File: src/rtl/vga_timing_gen_if.sv
// Raster timing bundle between the timing generator and its consumers
// (pixel renderer, HDMI transmitter). The consumer supplies the pixel-rate enable.
interface vga_timing_gen_if #(
    parameter int CNT_W   = 12,
    parameter int FRAME_W = 16
);
    logic               pixelEnable;
    logic [CNT_W-1:0]   pixelH;
    logic [CNT_W-1:0]   pixelV;
    logic               hsync;
    logic               vsync;
    logic               dataEnable;
    logic               lineStart;
    logic               frameStart;
    logic [FRAME_W-1:0] frameCount;

    modport master (
        input  pixelEnable,
        output pixelH, pixelV, hsync, vsync, dataEnable,
        output lineStart, frameStart, frameCount
    );

    modport slave (
        output pixelEnable,
        input  pixelH, pixelV, hsync, vsync, dataEnable,
        input  lineStart, frameStart, frameCount
    );
endinterface

File: src/rtl/vga_timing_gen.sv
// Parametrised raster timing generator on a single clock with a pixel-rate enable.
// Every output is registered and describes the same (pixelH, pixelV) in the same cycle.
module vga_timing_gen #(
    parameter int H_ACTIVE = 640,
    parameter int H_FP     = 16,
    parameter int H_SYNC   = 96,
    parameter int H_BP     = 48,
    parameter int V_ACTIVE = 480,
    parameter int V_FP     = 10,
    parameter int V_SYNC   = 2,
    parameter int V_BP     = 33,
    parameter bit H_POL    = 1'b0,
    parameter bit V_POL    = 1'b0,
    parameter int CNT_W    = 12,
    parameter int FRAME_W  = 16
) (
    input logic            clock,
    input logic            reset,
    vga_timing_gen_if.master vga
);

    localparam int H_TOTAL = H_ACTIVE + H_FP + H_SYNC + H_BP;
    localparam int V_TOTAL = V_ACTIVE + V_FP + V_SYNC + V_BP;
    localparam int W1      = CNT_W + 1;

    generate
        if (H_TOTAL > (1 << CNT_W) || V_TOTAL > (1 << CNT_W)) begin : g_total_check
            $error("vga_timing_gen: H_TOTAL/V_TOTAL do not fit in CNT_W bits");
        end
        if (H_ACTIVE < 1 || H_SYNC < 1 || V_ACTIVE < 1 || V_SYNC < 1) begin : g_width_check
            $error("vga_timing_gen: active and sync widths must be at least 1");
        end
    endgenerate

    localparam logic [CNT_W-1:0] H_LAST = CNT_W'(H_TOTAL - 1);
    localparam logic [CNT_W-1:0] V_LAST = CNT_W'(V_TOTAL - 1);

    // Decode bounds carry one spare bit so an edge equal to 2**CNT_W cannot alias to 0.
    localparam logic [W1-1:0] H_ACT_END  = W1'(H_ACTIVE);
    localparam logic [W1-1:0] V_ACT_END  = W1'(V_ACTIVE);
    localparam logic [W1-1:0] HS_START   = W1'(H_ACTIVE + H_FP);
    localparam logic [W1-1:0] HS_END     = W1'(H_ACTIVE + H_FP + H_SYNC);
    localparam logic [W1-1:0] VS_START   = W1'(V_ACTIVE + V_FP);
    localparam logic [W1-1:0] VS_END     = W1'(V_ACTIVE + V_FP + V_SYNC);

    function automatic logic in_active(input logic [CNT_W-1:0] h, input logic [CNT_W-1:0] v);
        return ({1'b0, h} < H_ACT_END) && ({1'b0, v} < V_ACT_END);
    endfunction

    function automatic logic hsync_level(input logic [CNT_W-1:0] h);
        logic act;
        act = ({1'b0, h} >= HS_START) && ({1'b0, h} < HS_END);
        return act ? H_POL : ~H_POL;
    endfunction

    function automatic logic vsync_level(input logic [CNT_W-1:0] v);
        logic act;
        act = ({1'b0, v} >= VS_START) && ({1'b0, v} < VS_END);
        return act ? V_POL : ~V_POL;
    endfunction

    logic [CNT_W-1:0]   h_p1;
    logic [CNT_W-1:0]   v_p1;
    logic               hsync_p1;
    logic               vsync_p1;
    logic               de_p1;
    logic               line_start_p1;
    logic               frame_start_p1;
    logic [FRAME_W-1:0] frame_count_p1;

    logic [CNT_W-1:0]   h_p0;
    logic [CNT_W-1:0]   v_p0;
    logic               h_wrap_p0;
    logic               v_wrap_p0;

    // Stage p0: next raster position, valid whenever the enable is high.
    always_comb begin
        h_wrap_p0 = (h_p1 == H_LAST);
        v_wrap_p0 = (v_p1 == V_LAST);
        h_p0      = h_wrap_p0 ? '0 : h_p1 + CNT_W'(1);
        v_p0      = v_p1;
        if (h_wrap_p0) begin
            v_p0 = v_wrap_p0 ? '0 : v_p1 + CNT_W'(1);
        end
    end

    // Stage p1: levels decoded from p0 so they land in the same cycle as the coordinates.
    always_ff @(posedge clock) begin
        if (!reset) begin
            h_p1           <= H_LAST;
            v_p1           <= V_LAST;
            hsync_p1       <= ~H_POL;
            vsync_p1       <= ~V_POL;
            de_p1          <= 1'b0;
            line_start_p1  <= 1'b0;
            frame_start_p1 <= 1'b0;
            frame_count_p1 <= '0;
        end else if (vga.pixelEnable) begin
            h_p1           <= h_p0;
            v_p1           <= v_p0;
            hsync_p1       <= hsync_level(h_p0);
            vsync_p1       <= vsync_level(v_p0);
            de_p1          <= in_active(h_p0, v_p0);
            line_start_p1  <= h_wrap_p0;
            frame_start_p1 <= h_wrap_p0 && v_wrap_p0;
            if (h_wrap_p0 && v_wrap_p0) begin
                frame_count_p1 <= frame_count_p1 + FRAME_W'(1);
            end
        end else begin
            line_start_p1  <= 1'b0;
            frame_start_p1 <= 1'b0;
        end
    end

    assign vga.pixelH     = h_p1;
    assign vga.pixelV     = v_p1;
    assign vga.hsync      = hsync_p1;
    assign vga.vsync      = vsync_p1;
    assign vga.dataEnable = de_p1;
    assign vga.lineStart  = line_start_p1;
    assign vga.frameStart = frame_start_p1;
    assign vga.frameCount = frame_count_p1;

endmodule

File: src/flat_wrapper.sv
// flat-port wrapper written by rule: the top's interface ports become plain ports
module vga_timing_gen_flat 
#(
    parameter int H_ACTIVE = 640,
    parameter int H_FP     = 16,
    parameter int H_SYNC   = 96,
    parameter int H_BP     = 48,
    parameter int V_ACTIVE = 480,
    parameter int V_FP     = 10,
    parameter int V_SYNC   = 2,
    parameter int V_BP     = 33,
    parameter bit H_POL    = 1'b0,
    parameter bit V_POL    = 1'b0,
    parameter int CNT_W    = 12,
    parameter int FRAME_W  = 16
)
  (clock, reset, vga_pixelEnable, vga_pixelH, vga_pixelV, vga_hsync, vga_vsync, vga_dataEnable, vga_lineStart, vga_frameStart, vga_frameCount);
  vga_timing_gen_if #(.CNT_W(CNT_W), .FRAME_W(FRAME_W)) vga_i ();
  input logic clock;
  input logic reset;
  input wire logic [$bits(vga_i.pixelEnable)-1:0] vga_pixelEnable;
  output wire logic [$bits(vga_i.pixelH)-1:0] vga_pixelH;
  output wire logic [$bits(vga_i.pixelV)-1:0] vga_pixelV;
  output wire logic [$bits(vga_i.hsync)-1:0] vga_hsync;
  output wire logic [$bits(vga_i.vsync)-1:0] vga_vsync;
  output wire logic [$bits(vga_i.dataEnable)-1:0] vga_dataEnable;
  output wire logic [$bits(vga_i.lineStart)-1:0] vga_lineStart;
  output wire logic [$bits(vga_i.frameStart)-1:0] vga_frameStart;
  output wire logic [$bits(vga_i.frameCount)-1:0] vga_frameCount;
  assign vga_i.pixelEnable = vga_pixelEnable;
  assign vga_pixelH = vga_i.pixelH;
  assign vga_pixelV = vga_i.pixelV;
  assign vga_hsync = vga_i.hsync;
  assign vga_vsync = vga_i.vsync;
  assign vga_dataEnable = vga_i.dataEnable;
  assign vga_lineStart = vga_i.lineStart;
  assign vga_frameStart = vga_i.frameStart;
  assign vga_frameCount = vga_i.frameCount;
  vga_timing_gen #(.H_ACTIVE(H_ACTIVE), .H_FP(H_FP), .H_SYNC(H_SYNC), .H_BP(H_BP), .V_ACTIVE(V_ACTIVE), .V_FP(V_FP), .V_SYNC(V_SYNC), .V_BP(V_BP), .H_POL(H_POL), .V_POL(V_POL), .CNT_W(CNT_W), .FRAME_W(FRAME_W)) u_core (.clock(clock), .reset(reset), .vga(vga_i));
endmodule
File: config.mk
export PLATFORM = sky130hd
export DESIGN_NAME = vga_timing_gen_flat
export DESIGN_NICKNAME = d
export VERILOG_FILES = /design/src/rtl/vga_timing_gen_if.sv /design/src/rtl/vga_timing_gen.sv /design/src/flat_wrapper.sv
export SDC_FILE = /design/constraint.sdc
export NUM_CORES = 1
export LEC_CHECK = 0
export ABC_CLOCK_PERIOD_IN_PS = 6500
export BUFFER_PORTS_ARGS = -buffer_cell sky130_fd_sc_hd__buf_4
export CAP_MARGIN = 20
export CORE_MARGIN = 4
export CORE_UTILIZATION = 60
export DETAILED_ROUTE_END_ITERATION = 8
export GPL_TIMING_DRIVEN = 0
export PLACE_DENSITY_LB_ADDON = 0.25
export SLEW_MARGIN = 0
export SYNTH_ARGS = -nofsm -noshare
export SYNTH_HDL_FRONTEND = slang
export SYNTH_SLANG_ARGS = --single-unit
export TNS_END_PERCENT = 30
File: constraint.sdc
create_clock -name clock -period 6.5 [get_ports clock]
set_input_delay 0.325 -clock clock [delete_from_list [all_inputs] [get_ports clock]]
set_output_delay 0.325 -clock clock [all_outputs]
set_load 0.02 [all_outputs]
Word-level counts from Yosys, hierarchy flattened. Cells that the tools add are included.

Add/subtract/negate cells: 3. Magnitude comparators: 6. Eq/ne operators: 2. Muxes and demuxes: 5. Reductions and logical operators: 6.

Operators by type and width (number): $mux W12 (3); $add A12 B1 Y12 const B (2); $eq A12 B10 Y1 const B (2); $lt A12 B10 Y1 const B (2); $lt A12 B9 Y1 const B (2); $add A16 B1 Y16 const B (1); $ge A12 B10 Y1 const B (1); $ge A12 B9 Y1 const B (1); $logic_and A1 B1 Y1 (4); $reduce_and A2 Y1 (2); $mux W1 (2).

Input bits: 3. Flip-flop bits (word level): 45. Output and inout port bits: 45. Logic and storage cells: 30.

Longest topological paths before layout. Gate-level depths: netlist (run 1).

Word-level depth: 6. Mapped depth: 9. Depth with buffers taken out: 8.

Worst setup path after synthesis (run 1). No wires, ideal clock.

Path type: reg2reg. From: reg u_core.h_p1[5], in the netlist u_core.vga.pixelH[5]. To: reg u_core.vsync_p1, in the netlist u_core.vga.vsync. Arrival time: 2.347 ns. Slack: 4.025 ns. Path buffers: 2. Setup time: 0.127 ns. Data required time: 6.373 ns. Stages on the path, launching flop included: 9. Period minus slack after synthesis: 2.475 ns. Cells stage by stage: dfxtp_1 > or4_4 > or4_4 > buf_6 > buf_6 > o21ai_1 > o31ai_1 > nor4b_1 > a31oi_1.

Word-level cells in the longest chain between the ends: 5. Elaborated cells between the ends (all ways): 6. Those cells by class: order compare: 2; eq/ne: 1; mux: 2; reduce/logical: 1.

RTL lines: start: declaration (RTL line vga_timing_gen.sv:62) `logic [CNT_W-1:0] h_p1;`; start signal: assignment (RTL line vga_timing_gen.sv:99) `h_p1 <= h_p0;`; $eq A12 B10 Y1 * (RTL line vga_timing_gen.sv:78) `h_wrap_p0 = (h_p1 == H_LAST);`; $mux W12 * (RTL line vga_timing_gen.sv:82) `if (h_wrap_p0) begin`; $ge A12 B9 Y1 or $lt A12 B9 Y1 (tied branches) (RTL line vga_timing_gen.sv:58) `act = ({1'b0, v} >= VS_START) && ({1'b0, v} < VS_END);`; $logic_and A1 B1 Y1 * (RTL line vga_timing_gen.sv:58); $mux W1 * (RTL line vga_timing_gen.sv:59) `return act ? V_POL : ~V_POL;`; end signal: assignment (RTL line vga_timing_gen.sv:93) `vsync_p1 <= ~V_POL;`; end signal: assignment (RTL line vga_timing_gen.sv:102) `vsync_p1 <= vsync_level(v_p0);`; end: declaration (RTL line vga_timing_gen.sv:65) `logic vsync_p1;`.

Mark *: on every way between the ends. The rest lies on a longest branch, timed or not. A chain may end at the register's enable or synchronous reset.

Worst setup path in the final report (run 1).
From: reg u_core.h_p1[0], in the netlist u_core.vga.pixelH[0]. To: reg u_core.vsync_p1, in the netlist u_core.vga.vsync.

Same word-level chain as after synthesis.

==> results of run 1 <==
## how the worst max path moves through the flow
stage / startpoint / endpoint / slack, ps / cells after the start
after floorplan: u_core.vga.pixelH[5] / u_core.vga.vsync / 4030 / 8
after global placement: u_core.vga.pixelH[0] / u_core.vga.vsync / 3870 / 7
after detailed placement: u_core.vga.pixelH[0] / u_core.vga.vsync / 3790 / 7
after CTS: u_core.vga.pixelH[0] / u_core.vga.vsync / 3770 / 7
after global routing: u_core.vga.pixelH[0] / u_core.vga.dataEnable / 3610 / 8
final: u_core.vga.pixelH[0] / u_core.vga.vsync / 3750 / 7
## cell type report
class	count	area, sq um
flip-flops and latches	45	901
clock buffers	7	86.3
multi-input cells	242	1540
fillers	302	1030
well taps	50	62.6
plain buffers	16	76.3
repair buffers	45	338
inverters	6	22.5
## cells in the mapped netlist, drive strengths merged, types with 2 or more instances
| master | number |
|---|---|
| nand4 | 11 |
| dfxtp | 45 |
| nand2b | 3 |
| o311ai | 3 |
| nor4b | 3 |
| or3 | 7 |
| o31ai | 2 |
| xor2 | 4 |
| o211ai | 3 |
| clkbuf | 12 |
| and2 | 20 |
| buf | 4 |
| nor3 | 11 |
| o21ai | 17 |
| nor2b | 4 |
| xnor2 | 16 |
| nor4 | 5 |
| nand2 | 37 |
| and3 | 7 |
| a21boi | 10 |
| and4 | 6 |
| nand3 | 14 |
| nor2 | 14 |
| o21a | 6 |
| inv | 6 |
| ha | 4 |
| a31oi | 5 |
| or4 | 3 |
| a21oi | 11 |
| o221ai | 2 |
## critical path: stages, from the launching register on
cell	delay, ps
dfxtp_1	420
ha_1	320
nand4_1	340
or4_4	510
buf_6	160
o41ai_2	430
nor4b_1	320
a31oi_1	130
## layer usage
layer  global-route usage  share of wire  up-vias
li1                     -              -     1231
met1                0.322           0.44     1152
met2                0.398           0.48       90
met3               0.0468          0.068       10
met4               0.0799          0.016        0
met5                    0              0        -
## metrics by stage
stage,area [sq um],std cells,utilization,hold WS [ps]
floorplan,2540,309,-,558
global placement,2940,404,0.726,470
detailed placement,2940,404,0.726,466
CTS,3030,411,0.747,474
global route,3030,411,0.747,510
finish,3030,411,0.747,477
## registers in the layout, indices dropped and copies added, names as in the netlist
signal                 flops
u_core.vga.dataEnable      1
u_core.vga.frameCount     16
u_core.vga.frameStart      1
u_core.vga.hsync           1
u_core.vga.lineStart       1
u_core.vga.pixelH         12
u_core.vga.pixelV         12
u_core.vga.vsync           1
## power groups by stage
stage          clock (W)  combinational, W  sequential [W]
2_1_floorplan          0          0.000109        0.000324
3_3_place_gp           0          0.000168        0.000312
3_5_place_dp           0          0.000172        0.000312
4_1_cts         0.000178          0.000173        0.000306
5_1_grt         0.000189          0.000190        0.000309
6_report        0.000176          0.000174        0.000307
## cells by family after synthesis
logic type | share of synthesized area
fa+ha+maj | 0.0197
compound gates | 0.187
xor+xnor | 0.0689
simple gates | 0.332
flops | 0.354
buf+inv | 0.0389
==> metrics, run 1 <==
min-delay src reset; Die Span Y 73.1 um; worst min path class primary input to flip-flop; total chip power approximately 0.00066 W; CTS tree done; routed wire length approximately 6300 um; # setup viols final 0; Seq/Total Area, Yosys 0.354; Synth area leader dfxtp_1; RSZ-0062 raised after global routing no; CTS buffer count 5; clock power share 0.268; post-synthesis register bit count 45; CTS clock-pin slew for the worst setup and hold paths 80 ps; Netlist cell types 54; Seq pwr share 0.467; gr usage total 0.244; Resize count post-CTS 0; internal cell power 0.000440 W; Wirelength per Cell approximately 15 um; clock tree buffer depth 2; die area ~5300 sq um; Setup Total Neg Slack 0 ps; clk root buf clkbuf_8; initial antenna violation count 0; Post-Syn Area ~2500 sq um; overall die width 73.1 um; Clock Skews approximately 9.6 ps; reg2reg end u_core.vga.vsync; Syn. warnings 0; FF-to-FF setup slack around 3700 ps; final setup margin about 3700 ps; status completed; P_sw 0.000217 W; Initial DRC Count around 180; gr ovfl total 0; PwrDens ~220 nW/um^2; max_slew headroom 0.655; synthesized net count between 300 and 400; CP arrival roughly 2900 ps; EDFF count, synth 0; Layout area overhead 19.1%; Port Buf Inserts 45; Post-Place Worst Slack between 3000 and 4000 ps; GPL Wtd Cong about 0.94; Hold Path Cell Cnt 2; latest clock arrival within the worst-skew pair 300 ps; hold_buf cts 0; min Tclk post-route roughly 2800 ps; first-pass GRT wire length around 10000 um; switching power share of the total 0.330; fmax approximately 0.36 GHz; R2R cell count 7; clock sink count 45; worst r2r src u_core.vga.pixelH[0]; initial core utilization 0.627; Final period util 0.424; commonest cells after routing, fill and taps aside buf_4, dfxtp_1, nand2_1, and2_1; Startpoint Class flip-flop; vias about 2.5k; vias per inst approximately 6; Peak supply drop ~140 uV; Final Hold Viols 0; Crit Path Class flip-flop to flip-flop; Synth async-reset ratio 0; Ports 48; main area contributors after synthesis dfxtp_1, xnor2_1, nand2_1, and2_1, o21ai_0; top cell type's share of synthesized area 0.354; Setup Fix Bufs, Post-CTS 0; Final nets approximately 370; vias in the first global route 2200; crit end category flip-flop; Max Cap Viol 0; Hold EP u_core.vga.frameStart; DRC 0; CP Data Required Time 6680 ps; synthesized area per cell about 8.2 sq um; Mapped Cells approximately 310; Final ANT Viol Nets 0; Pleak 1.18 nW; Post-DP HPWL roughly 4500 um; DR pass1 iterations 5; H-tree Lvls 2; largest net degree at the start of global routing 13; Slew @ Worst Pin a little over 500 ps; Std-Cell Rows 23; top_reg_cell synth dfxtp_1; Slew Limit Fails 0; Comb power frac 0.265; worst-path fanout max 8; share of post-route cells with drive strength above 1 0.177; core region area 4060 sq um; Antenna diodes 0
No activity file was read; power rests on OpenSTA's default activity.
==> run 2, diff against run 1 <==
--- a/config.mk
+++ b/config.mk
@@ -5,11 +5,12 @@
 export SDC_FILE = /design/constraint.sdc
 export NUM_CORES = 1
 export LEC_CHECK = 0
-export ABC_CLOCK_PERIOD_IN_PS = 6500
+export ABC_AREA = 1
+export ABC_CLOCK_PERIOD_IN_PS = 2300
 export BUFFER_PORTS_ARGS = -buffer_cell sky130_fd_sc_hd__buf_4
 export CAP_MARGIN = 20
 export CORE_MARGIN = 4
-export CORE_UTILIZATION = 60
+export CORE_UTILIZATION = 51
 export DETAILED_ROUTE_END_ITERATION = 8
 export GPL_TIMING_DRIVEN = 0
 export PLACE_DENSITY_LB_ADDON = 0.25
==> constraint.sdc (replaced) <==
create_clock -name clock -period 2.3 [get_ports clock]
set_input_delay 0.115 -clock clock [delete_from_list [all_inputs] [get_ports clock]]
set_output_delay 0.115 -clock clock [all_outputs]
set_load 0.02 [all_outputs]
==> run 2 against run 1 <==
Combinational power increased by 150%. Register-to-register slack got worse by 3500 ps. Cell count increased by 37%. Via count increased by 22%.
==> metrics, run 2 <==
clock sink count 45; Slew Limit Fails 0; routed wire length ~7500 um; commonest non-fill, non-tap cell in the layout nand2_1; share of post-route cells with drive strength above 1 0.161; commonest cells after routing, fill and taps aside nand2_1, buf_4, dfxtp_1, inv_1, nor2_1; Inst Count DP around 550; origin of the worst setup path u_core.vga.pixelH[0]; Wirelength per Cell roughly 13 um; gr ovfl total 0; Post-DP HPWL between 5000 and 6000 um; worst-path fanout max 10; largest net degree at the start of global routing 15; clock tree buffer depth 2; PwrDens roughly 550 nW/um^2; vias per inst about 5.4; Initial DRC Count 222; initial core utilization 0.536; top cell type's share of synthesized area 0.325; GPL Wtd Cong ~0.90; worst min path class primary input to flip-flop; vias slightly above 3k; CTS clock-pin slew for the worst setup and hold paths approximately 90 ps; status completed; Startpoint Class flip-flop; Post-Syn Area approximately 2800 sq um; overall die width 81.7 um; DR pass1 iterations 5; Ports 48; Synth area leader dfxtp_1; top_reg_cell synth dfxtp_1; Synth top cells by count nand2_1, dfxtp_1, inv_1, nor2_1; CP Data Required Time between 2000 and 3000 ps; Max Cap Viol 0; Hold EP u_core.vga.pixelH[6]; crit end category flip-flop; CP arrival roughly 2300 ps; Final ANT Viol Nets 0; Final Hold Viols 0; die area 6670 sq um; CTS buffer count 5; Pleak ~1.5 nW; EDFF count, synth 0; Seq/Total Area, Yosys 0.325; min Tclk post-route around 2100 ps; Final nets roughly 500; Synth async-reset ratio 0; min-delay src reset; Port Buf Inserts 46; hold_buf cts 0; Layout area overhead 19.2%; # setup viols final 0; worst r2r src u_core.vga.pixelH[0]; Setup Total Neg Slack 0 ps; gr usage total 0.241; synthesized net count around 450; Antenna diodes 0; Slew @ Worst Pin roughly 550 ps; Std-Cell Rows 26; Crit Path Class flip-flop to flip-flop; Hold Path Cell Cnt 3; max FFs per register 16; final non-filler cell total 562; Die Span Y between 80 and 90 um; FF-to-FF setup slack approximately 210 ps; clk root buf clkbuf_8; reg2reg end u_core.vga.dataEnable; vias in the first global route approximately 2.8k; Netlist cell types 32; post-synthesis register bit count 45; synthesized area per cell 6.32 sq um; fmax between 0.4 and 0.5 GHz; Resize count post-CTS 0; Peak supply drop between 300 and 400 uV; Final period util 0.908; Syn. warnings 0; DRC 0; count leader, synth nand2_1; main area contributors after synthesis dfxtp_1, nand2_1, a21oi_1, nand3_1, inv_1; max_slew headroom 0.631; R2R cell count 13; CTS tree done; initial antenna violation count 0; RSZ-0062 raised after global routing no; number of fill cells roughly 470; latest clock arrival within the worst-skew pair between 300 and 400 ps; Setup Fix Bufs, Post-CTS 0; first-pass GRT wire length around 13000 um; core region area a little over 5000 sq um; Clock Skews ~7.5 ps; Mapped Cells about 440; H-tree Lvls 2
-- run 2: cell types whose count changed after synthesis, sizes merged, moves of 7 or more --
cell    before  now
nand2       37  131
inv          6   53
nor2        14   49
a21oi       11   37
nand3       14   39
and2        20    0
xnor2       16    5
a21boi      10    0
or3          7    0
-- run 2: cells by family after synthesis --
kind of cell    share of synthesized area
simple gates                        0.399
compound gates                      0.130
buf+inv                            0.0867
flops                               0.325
xor+xnor                           0.0411
fa+ha+maj                          0.0181
-- run 2: how the worst max path moves through the flow --
| stage | endpoint | slack, ps | cells after the start |
|---|---|---|---|
| 3_5_place_dp | u_core.vga.dataEnable | 220 | 12 |
| 5_1_grt | u_core.vga.dataEnable | 70 | 13 |
| 6_report | u_core.vga.dataEnable | 210 | 13 |
| 2_1_floorplan | u_core.vga.frameCount[10] | 430 | 12 |
| 3_3_place_gp | u_core.vga.dataEnable | 220 | 12 |
| 4_1_cts | u_core.vga.dataEnable | 170 | 12 |
-- run 2: metal layers --
layer  GRT usage  part of all wire
met4      0.0947             0.020
met3      0.0439             0.058
met2       0.386              0.47
met1       0.322              0.46
met5           0                 0
-- run 2: power by group --
group | switching [W] | internal (W)
clock network | 0.000293 | 0.000215
logic | 0.000288 | 0.000144
registers | 0.0000543 | 0.000813
total | 0.000635 | 0.00117
-- run 2: metrics by stage --
step	hold WS (ps)	power (W)	area (sq um)	setup slack, ps	util
CTS	85.5	0.00181	3290	167	0.636
finish	94.9	0.00181	3300	213	0.639
global route	92.1	0.00191	3300	72.0	0.639
global placement	408	0.00130	3200	224	0.619
floorplan	252	0.00117	2770	425	-
detailed placement	414	0.00130	3200	223	0.619
-- run 2: cell type report --
| cell class | count | area, sq um | area share |
|---|---|---|---|
| plain buffers | 10 | 37.5 | 0.0114 |
| clock buffers | 6 | 72.6 | 0.0220 |
| clock inverters | 2 | 15.0 | 0.00455 |
| inverters | 54 | 203 | 0.0614 |
| multi-input cells | 329 | 1640 | 0.497 |
| flip-flops and latches | 45 | 901 | 0.273 |
| well taps | 70 | 87.6 | 0.0265 |
| repair buffers | 46 | 345 | 0.105 |
-- run 2: critical path: stages, from the launching register on --
cell	delay (ps)
dfxtp_1	430
ha_1	240
inv_1	90
nor2_4	190
nand2_1	120
nor2_4	270
nand2_1	90
nand2_1	110
inv_2	40
nand2_1	50
nor2_1	70
nor2_1	90
nand3_1	80
a21oi_1	140
==> run 3, diff against run 2 <==
--- a/config.mk
+++ b/config.mk
@@ -11,9 +11,10 @@
 export CAP_MARGIN = 20
 export CORE_MARGIN = 4
 export CORE_UTILIZATION = 51
+export CTS_CLUSTER_SIZE = 28
 export DETAILED_ROUTE_END_ITERATION = 8
 export GPL_TIMING_DRIVEN = 0
-export PLACE_DENSITY_LB_ADDON = 0.25
+export PLACE_DENSITY_LB_ADDON = 0.05
 export SLEW_MARGIN = 0
 export SYNTH_ARGS = -nofsm -noshare
 export SYNTH_HDL_FRONTEND = slang
==> run 3 against run 2 <==
Die area unchanged. Clock power up 1%. Power up 0.77%. Via count up 1.5%. Clock-buffer cell count down 1. Sequential share of layout area down 0.19 points. Utilization up 0.46 points. Non-clock buffer count up 4. Critical path type unchanged.
==> metrics, run 3 (synthesis gave the netlist of run 2 again) <==
status completed; vias ~3k; Peak supply drop 351 uV; PwrDens 547 nW/um^2; CP arrival 2400 ps; Initial DRC Count ~180; met2 Track Usage GR 0.384; number of fill cells 500; clock sink count 45; gr usage total 0.242; Slew @ Worst Pin a little under 600 ps; crit end category flip-flop; DRC 0; hold_buf cts 0; Wirelength per Cell around 14 um; min Tclk post-route roughly 2200 ps; Final period util 0.941; CTS buffer count 5; Die Span Y roughly 80 um; DR pass1 iterations 5; Slew Limit Fails 0; Clock Skews between 8 and 9 ps; GPL Wtd Cong a little under 0.9; reg2reg end u_core.vga.dataEnable; Hold Path Cell Cnt 3; worst-path fanout max 6; crit-path cells ha_1 > inv_1 > nor2_4 > nand2_1 > nor2_4 > buf_2 > nand2_1 > nand2_1 > inv_2 > nand2_1 > nor2_1 > nor2_1 > nand3_1 > a21oi_1; Startpoint Class flip-flop; die area 6670 sq um; GR peak layer met2; vias in the first global route 2758; Post-DP HPWL around 5700 um; Crit Path Class flip-flop to flip-flop; worst min path class primary input to flip-flop; Pleak ~1.6 nW; routed wire length 7760 um; clk root buf clkbuf_8; Std-Cell Rows 26; GRT met1 Usage 0.331; vias per inst ~5.4; R2R cell count 14; switching power share of the total 0.353; overall die width between 80 and 90 um; P_sw between 0.0006 and 0.0007 W; max FFs per register 16; initial core utilization 0.536; Final ANT Viol Nets 0; # setup viols final 0; core region area slightly above 5000 sq um; worst r2r src u_core.vga.pixelH[0]; met3 Usage GRT 0.0439; CP Data Required Time approximately 2500 ps; largest net degree at the start of global routing 16; Port Buf Inserts 46; gr ovfl total 0; clock power share 0.282; total chip power 0.00182 W; latest clock arrival within the worst-skew pair about 300 ps; fmax 0.462 GHz; H-tree Lvls 2; first-pass GRT wire length approximately 13000 um; Hold EP u_core.vga.pixelH[5]; internal cell power around 0.0012 W; Comb power frac 0.240; min-delay src reset; CP max-delay cell dfxtp_1; max_slew headroom 0.606; most used cell, CP nand2_1; FF-to-FF setup slack approximately 140 ps; Seq pwr share 0.477; initial antenna violation count 0; commonest cells after routing, fill and taps aside nand2_1, buf_4, dfxtp_1, inv_1, nor2_1; Ports 48; Antenna diodes 0; CTS tree done; peak per-stage delay on the critical path roughly 430 ps; Layout area overhead 20.1%; clock tree buffer depth 2; Final Hold Viols 0; CTS clock-pin slew for the worst setup and hold paths roughly 90 ps; Fin Hold WS about 99 ps; Final nets 502; Max Cap Viol 0; commonest non-fill, non-tap cell in the layout nand2_1; share of post-route cells with drive strength above 1 0.169
==> run 3: cell types whose count changed in the layout (fill, tap and decap cells not counted) <==
cell | previous run | this run
buf_4 | 46 | 49
clkinvlp_4 | 2 | 0
nand3_2 | 1 | 2
clkinv_2 | 0 | 1
clkbuf_1 | 10 | 9
buf_2 | 0 | 1
clkinv_4 | 0 | 2
nand3_4 | 1 | 0
==> run 3: power groups by stage <==
stage	Sequential (W)	Clock, W	Combinational (W)
floorplan	0.000915	0	0.000259
global placement	0.000885	0	0.000415
detailed placement	0.000885	0	0.000422
CTS	0.000867	0.000533	0.000424
global route	0.000877	0.000563	0.000479
finish	0.000869	0.000514	0.000438
==> run 3: timing repair <==
item | CTS | global route
gates resized for setup | 0 | 1
buffers inserted | 0 | 4
setup endpoints to repair | 0 | 3
==> run 3: how the worst max path moves through the flow <==
stage / from / endpoint / slack (ps) / cells past startpoint
3_3_place_gp: u_core.vga.pixelH[0] / u_core.vga.dataEnable / 210 / 12
2_1_floorplan: u_core.vga.pixelH[0] / u_core.vga.frameCount[10] / 430 / 12
6_report: u_core.vga.pixelH[0] / u_core.vga.dataEnable / 140 / 14
5_1_grt: u_core.vga.pixelH[0] / u_core.vga.dataEnable / -3 / 14
4_1_cts: u_core.vga.pixelH[0] / u_core.vga.dataEnable / 160 / 12
3_5_place_dp: u_core.vga.pixelH[0] / u_core.vga.dataEnable / 180 / 12
==> run 3: area by class of cell <==
| class | count | area (sq um) | area share |
|---|---|---|---|
| clock buffers | 5 | 68.8 | 0.0207 |
| clock inverters | 3 | 22.5 | 0.00677 |
| flip-flops and latches | 45 | 901 | 0.271 |
| multi-input cells | 329 | 1630 | 0.491 |
| well taps | 70 | 87.6 | 0.0263 |
| repair buffers | 50 | 373 | 0.112 |
| inverters | 54 | 203 | 0.0609 |
| plain buffers | 10 | 37.5 | 0.0113 |
==> run 3: metrics by stage <==
stage	util	cells	setup WS (ps)	instance area, sq um	TNS [ps]
global placement	0.619	554	214	3200	0
global route	0.643	566	-3.47	3330	-3.51
floorplan	-	438	425	2770	0
finish	0.643	566	136	3330	0
detailed placement	0.619	554	184	3200	0
CTS	0.637	562	158	3290	0
==> run 3: worst max-delay path: cells and delay by family (launching register included) <==
kind            cells  cell delay (ps)
buf+inv             3              340
fa+ha+maj           1              240
flops               1              430
compound gates      1              130
simple gates        9              950
==> run 3: metal layers <==
layer	wire length (um)	share of wire	vias up
met5	0	0	-
met1	3520	0.45	1412
met2	3510	0.45	114
li1	-	-	1535
met4	126	0.016	0
met3	602	0.078	13
